**src/rtl/uart_pkg.sv**
```systemverilog
// Shared UART definitions: serializer state encoding, line idle level, length clamp.
package uart_pkg;

  typedef enum logic [1:0] {
    IDLE   = 2'd0,
    SHIFT  = 2'd1,
    PARITY = 2'd2
  } ser_state_t;

  localparam logic UART_IDLE_LEVEL = 1'b1;

  // Zero or over-range lengths fall back to the full word width.
  function automatic int unsigned eff_len(input int unsigned len, input int unsigned max_len);
    return ((len == 0) || (len > max_len)) ? max_len : len;
  endfunction

endpackage

```
**src/rtl/ser_parity_gen.sv**
```systemverilog
// Masked XOR reduction: parity over the low 'len' bits of 'data'.
module ser_parity_gen #(
  parameter int unsigned DATA_WIDTH = 8,
  parameter int unsigned LEN_W      = $clog2(DATA_WIDTH) + 1
) (
  input  logic [DATA_WIDTH-1:0] data,
  input  logic [LEN_W-1:0]      len,
  output logic                  parity_c
);

  // XOR only the bits that fall inside the active length.
  always_comb begin
    parity_c = 1'b0;
    for (int unsigned i = 0; i < DATA_WIDTH; i++) begin
      if (LEN_W'(i) < len) parity_c = parity_c ^ data[i];
    end
  end

endmodule

```
**src/rtl/param_serializer.sv**
```systemverilog
// Parametrised TX serializer: loads a word over valid/ready, shifts out a
// runtime-selected number of bits on TX_tick, pulses ser_done on the last bit.
// Optional trailing parity bit enabled by defining SER_PARITY_EN.
module param_serializer
  import uart_pkg::*;
#(
  parameter int unsigned DATA_WIDTH = 8,
  parameter bit          LSB_FIRST  = 1'b1,
  parameter bit          PARITY_ODD = 1'b0,
  localparam int unsigned LEN_W     = $clog2(DATA_WIDTH) + 1
) (
  input  logic                  CLK,
  input  logic                  RST,
  input  logic                  TX_tick,
  input  logic                  load_valid,
  output logic                  load_ready,
  input  logic [DATA_WIDTH-1:0] TX_DATA,
  input  logic [LEN_W-1:0]      DATA_LEN,
  output logic                  ser_data,
  output logic                  ser_done,
  output logic                  busy
);

  localparam logic [1:0] S_IDLE  = 2'(IDLE);
  localparam logic [1:0] S_SHIFT = 2'(SHIFT);
`ifdef SER_PARITY_EN
  localparam logic [1:0] S_PARITY = 2'(PARITY);
`endif

  logic [1:0]            state_q, state_d;
  logic [DATA_WIDTH-1:0] shreg_q, shreg_d;
  logic [LEN_W-1:0]      cnt_q, cnt_d;
  logic [LEN_W-1:0]      len_q, len_d;
  logic                  ser_data_q, ser_data_d;
  logic                  ser_done_q, ser_done_d;
  logic                  busy_q, busy_d;

  logic [LEN_W-1:0]      eff_len_c;
  logic [DATA_WIDTH-1:0] load_word_c;
  logic                  next_bit_c;
  logic [DATA_WIDTH-1:0] shifted_c;
  logic                  last_bit_c;

`ifdef SER_PARITY_EN
  logic parity_q, parity_d, parity_c;

  ser_parity_gen #(
    .DATA_WIDTH (DATA_WIDTH),
    .LEN_W      (LEN_W)
  ) u_parity_gen (
    .data     (TX_DATA),
    .len      (eff_len_c),
    .parity_c (parity_c)
  );
`else
  logic unused_parity_odd;
  assign unused_parity_odd = PARITY_ODD;
`endif

  // Shift-path helpers; MSB-first words are left-aligned at load so the
  // outgoing bit is always at the top of the register.
  always_comb begin
    eff_len_c  = LEN_W'(eff_len(32'(DATA_LEN), DATA_WIDTH));
    last_bit_c = (cnt_q == (len_q - LEN_W'(1)));
    if (LSB_FIRST) begin
      load_word_c = TX_DATA;
      next_bit_c  = shreg_q[0];
      shifted_c   = shreg_q >> 1;
    end else begin
      load_word_c = TX_DATA << (LEN_W'(DATA_WIDTH) - eff_len_c);
      next_bit_c  = shreg_q[DATA_WIDTH-1];
      shifted_c   = shreg_q << 1;
    end
  end

  // Next-state and output logic.
  always_comb begin
    state_d    = state_q;
    shreg_d    = shreg_q;
    cnt_d      = cnt_q;
    len_d      = len_q;
    ser_data_d = ser_data_q;
    ser_done_d = 1'b0;
    busy_d     = busy_q;
`ifdef SER_PARITY_EN
    parity_d   = parity_q;
`endif
    case (state_q)
      S_IDLE: begin
        if (load_valid) begin
          shreg_d = load_word_c;
          len_d   = eff_len_c;
          cnt_d   = '0;
          busy_d  = 1'b1;
          state_d = S_SHIFT;
`ifdef SER_PARITY_EN
          parity_d = parity_c ^ PARITY_ODD;
`endif
        end
      end
      S_SHIFT: begin
        if (TX_tick) begin
          ser_data_d = next_bit_c;
          shreg_d    = shifted_c;
          cnt_d      = cnt_q + LEN_W'(1);
          if (last_bit_c) begin
`ifdef SER_PARITY_EN
            state_d    = S_PARITY;
`else
            state_d    = S_IDLE;
            busy_d     = 1'b0;
            ser_done_d = 1'b1;
`endif
          end
        end
      end
`ifdef SER_PARITY_EN
      S_PARITY: begin
        if (TX_tick) begin
          ser_data_d = parity_q;
          ser_done_d = 1'b1;
          busy_d     = 1'b0;
          state_d    = S_IDLE;
        end
      end
`endif
      default: begin
        state_d = S_IDLE;
        busy_d  = 1'b0;
      end
    endcase
  end

  // State and output registers with synchronous reset.
  always_ff @(posedge CLK) begin
    if (RST) begin
      state_q    <= S_IDLE;
      shreg_q    <= '0;
      cnt_q      <= '0;
      len_q      <= '0;
      ser_data_q <= UART_IDLE_LEVEL;
      ser_done_q <= 1'b0;
      busy_q     <= 1'b0;
`ifdef SER_PARITY_EN
      parity_q   <= 1'b0;
`endif
    end else begin
      state_q    <= state_d;
      shreg_q    <= shreg_d;
      cnt_q      <= cnt_d;
      len_q      <= len_d;
      ser_data_q <= ser_data_d;
      ser_done_q <= ser_done_d;
      busy_q     <= busy_d;
`ifdef SER_PARITY_EN
      parity_q   <= parity_d;
`endif
    end
  end

  assign load_ready = (state_q == S_IDLE);
  assign ser_data   = ser_data_q;
  assign ser_done   = ser_done_q;
  assign busy       = busy_q;

endmodule
```
**config.mk**
```make
export PLATFORM = sky130hd
export DESIGN_NAME = param_serializer
export DESIGN_NICKNAME = d
export VERILOG_FILES = /design/src/rtl/uart_pkg.sv /design/src/rtl/ser_parity_gen.sv /design/src/rtl/param_serializer.sv
export SDC_FILE = /design/constraint.sdc
export NUM_CORES = 1
export LEC_CHECK = 0
export CAP_MARGIN = 25
export CELL_PAD_IN_SITES_DETAIL_PLACEMENT = 0
export CELL_PAD_IN_SITES_GLOBAL_PLACEMENT = 1
export CORE_UTILIZATION = 37
export CTS_CLUSTER_DIAMETER = 30
export CTS_CLUSTER_SIZE = 28
export DETAILED_ROUTE_END_ITERATION = 10
export GPL_TIMING_DRIVEN = 0
export PLACE_DENSITY = 0.86
export SYNTH_ARGS = -nofsm -noshare
export SYNTH_HDL_FRONTEND = slang
export SYNTH_SLANG_ARGS = --single-unit
```
**constraint.sdc**
```tcl
create_clock -name CLK -period 1.85 [get_ports CLK]
set_input_delay 0.185 -clock CLK [delete_from_list [all_inputs] [get_ports CLK]]
set_output_delay 0.185 -clock CLK [all_outputs]
set_load 0.03 [all_outputs]
```
==> impl_metrics.ini <==
[die]
die_y_um = 53.10
start_util_pct = 38.99
io_pins = 20
die-area_sq_mm = 0.002819
core.rowCount = 18
die_w_um = 53.10
core_sq_mm = 0.002477

[yosys]
synth-adder-area-share_pct = 2.591
syn-num-nets = 117
ys_seq_area_share_pct = 39.38
synthXorXnorAreaFrac_pct = 6.347
synth_compound_area_share_pct = 16.71
synth_cell_type_count = 31
synth-main-ff-cell = dfxtp_1
yosysWarningCount = 0
syn_area_sq_um = 965.9
synth_mux_area_share_pct = 7.254
yosys.area_share.simple_pct = 21.63
synth_area_per_cell_sq_um = 9.757
syn_inst = 99
synth_top_family_by_area = simple AND/OR/NAND/NOR gates
ys_seq_elements = 19
async_flop_share_pct = 0
synth_edf_count = 0

[sta]
finalCriticalPeriod_ps = 1517
max_slew_margin_pct = 68.34
tightest_slew_ps = 474.9
setup-tns-final_ps = 0
fmax_mhz = 659.3
setup_viol = 0
fin_skew_ps = 1.207
hold_slack_ps = 234.5
final_hold_viol_count = 0
drv_slew = 0
min_period_over_period_pct = 81.99
rsz0062_at_grt = no
fin_ws_ps = 333.2

[placed_design]
dpl.hpwl_mm = 1.385
place_area_sq_mm = 0.001184
pre_cts_ws_ps = 282.2
portBuffers = 18
dp_cells = 147
globalplace.congestion = 0.7391

[power]
ir_drop_mv = 0.6107
power_density_mw_per_mm2 = 691.3
p_leak_nw = 0.4506
power_uw = 838.2

[worst_setup_path]
cpPeakStageDelay_ps = 680
cp_top_family = buffers and inverters
crit_buf_inv = 1
r2r-end = busy
path_max_fanout = 2
reg2reg_slack_ps = 390
worstSetupPathType = reg2out
crit_chain = clkdlybuf4s50_1
crit_path_start_kind = flop
slowest_stage = clkdlybuf4s50_1
arrival_ps = 1330
worstReg2RegStart = len_q[0]
cp_data_required_time_ps = 1660
end_kind = output pin
ff2ff_path_depth = 6

[clocking]
cts-root-buf = clkbuf_4
cts_tree = done
cts.sinks = 19
cts_resized = 0
clockBufferDepth = 2
clk_pin_slew_ps = 100
holdBufCountCts = 0
cts_buffers = 3
post_cts_buffers = 0
insertion_delay_ps = 290
ctsHtreeMaxLevel = 1

[drt]
wire_per_inst_um = 11.76
ant_nets = 0
drtIter0Drc = 7
via_per_inst = 5.040
routed-via-count = 761
drc_errors = 0
postRouteWirelength_mm = 1.776
firstDrtPassIters = 4

[worst_hold_path]
min_from = RST
hold_end = shreg_q[0]
whs_path_depth = 2
hold_path.class = in2reg

[global_routing]
antenna_found_initial = 0
grt_max_degree = 11
grt_overflow = 0
track_usage_pct = 14.44
grt_pass1_vias = 700
grt_first_pass_wirelength_mm = 2.911

[final_layout]
final_layout_size_suffix_gt1_share_pct = 19.01
final_cells = 151
area_growth_pct = 25.52
fin_nets = 140
fill_cells = 249
fin_util_pct = 48.94
antenna_cells = 0
mostFrequentLayoutCells = dfxtp_1 (19), clkdlybuf4s50_1 (17), nor2_1 (14), a21oi_1 (8)
postLayoutCellArea_sq_mm = 0.001212
mostFrequentLayoutCell = dfxtp_1
multi_input_area_sq_um = 526.8
final-seq-area_sq_um = 380.4

[job]
cap_violations = 0

[status]
outcome = finished clean
-- worst max path at each step --
stage,from,end,slack (ps),depth (start not counted)
floorplan,len_q[0],busy,530,6
global placement,load_valid,cnt_q[1],300,5
detailed placement,load_valid,cnt_q[0],280,5
CTS,busy,load_ready,1,4
global route,busy,busy,290,1
finish,busy,busy,330,1
-- report_power, final --
| part | switching (mW) | total [mW] | leakage [nW] | internal (mW) |
|---|---|---|---|---|
| registers | 0.0163 | 0.450 | 0.156 | 0.434 |
| clock network | 0.118 | 0.202 | 0.0150 | 0.0838 |
| logic | 0.0901 | 0.187 | 0.280 | 0.0965 |
| total | 0.224 | 0.838 | 0.451 | 0.614 |
-- sequential cells by signal, indices dropped and copies added (netlist names) --
signal and cells:
len_q 4, ser_done 1, cnt_q 4, busy 1
shreg_q 8, ser_data 1
-- final cells by class --
type                       count  share of cell area (%)
multi-input combinational     72                   43.45
buffer                         5                   3.922
inverter                       3                  0.9288
sequential                    19                   31.37
timing repair buffer          18                   15.07
clock buffer                   4                   2.167
tap                           30                   3.096
-- metal layers --
| layer | GRT usage (%) | share of wire [%] |
|---|---|---|
| met2 | 24.68 | 49 |
| met4 | 3.947 | 0.68 |
| met3 | 5.172 | 3.6 |
| met5 | 0 | 0 |
| met1 | 16.81 | 46 |
-- cells by family (layout without fill, tap and decap cells) --
family / count (synthesis) / count (layout)
buffers and inverters: 8 / 30
and+or+nand+nor: 37 / 37
xor gates and xnor gates: 7 / 7
AOI/OAI and AO/OA: 19 / 19
adders and majority gates: 2 / 2
DFF: 19 / 19
muxes: 7 / 7
-- Yosys cell counts, types with 2 or more instances --
library cell	n	share of area, %
nand2_1	4	1.6
dfxtp_1	19	39
xnor2_1	6	5.4
a211oi_2	7	9.1
nor2_2	3	1.9
a21oi_1	8	4.1
nor3_1	4	2.1
nor2_1	14	5.4
nand3b_1	3	2.3
mux2i_1	7	7.3
inv_1	2	0.78
ha_1	2	2.6
nor3b_1	2	1.6
No activity file was read; power rests on OpenSTA's default activity.
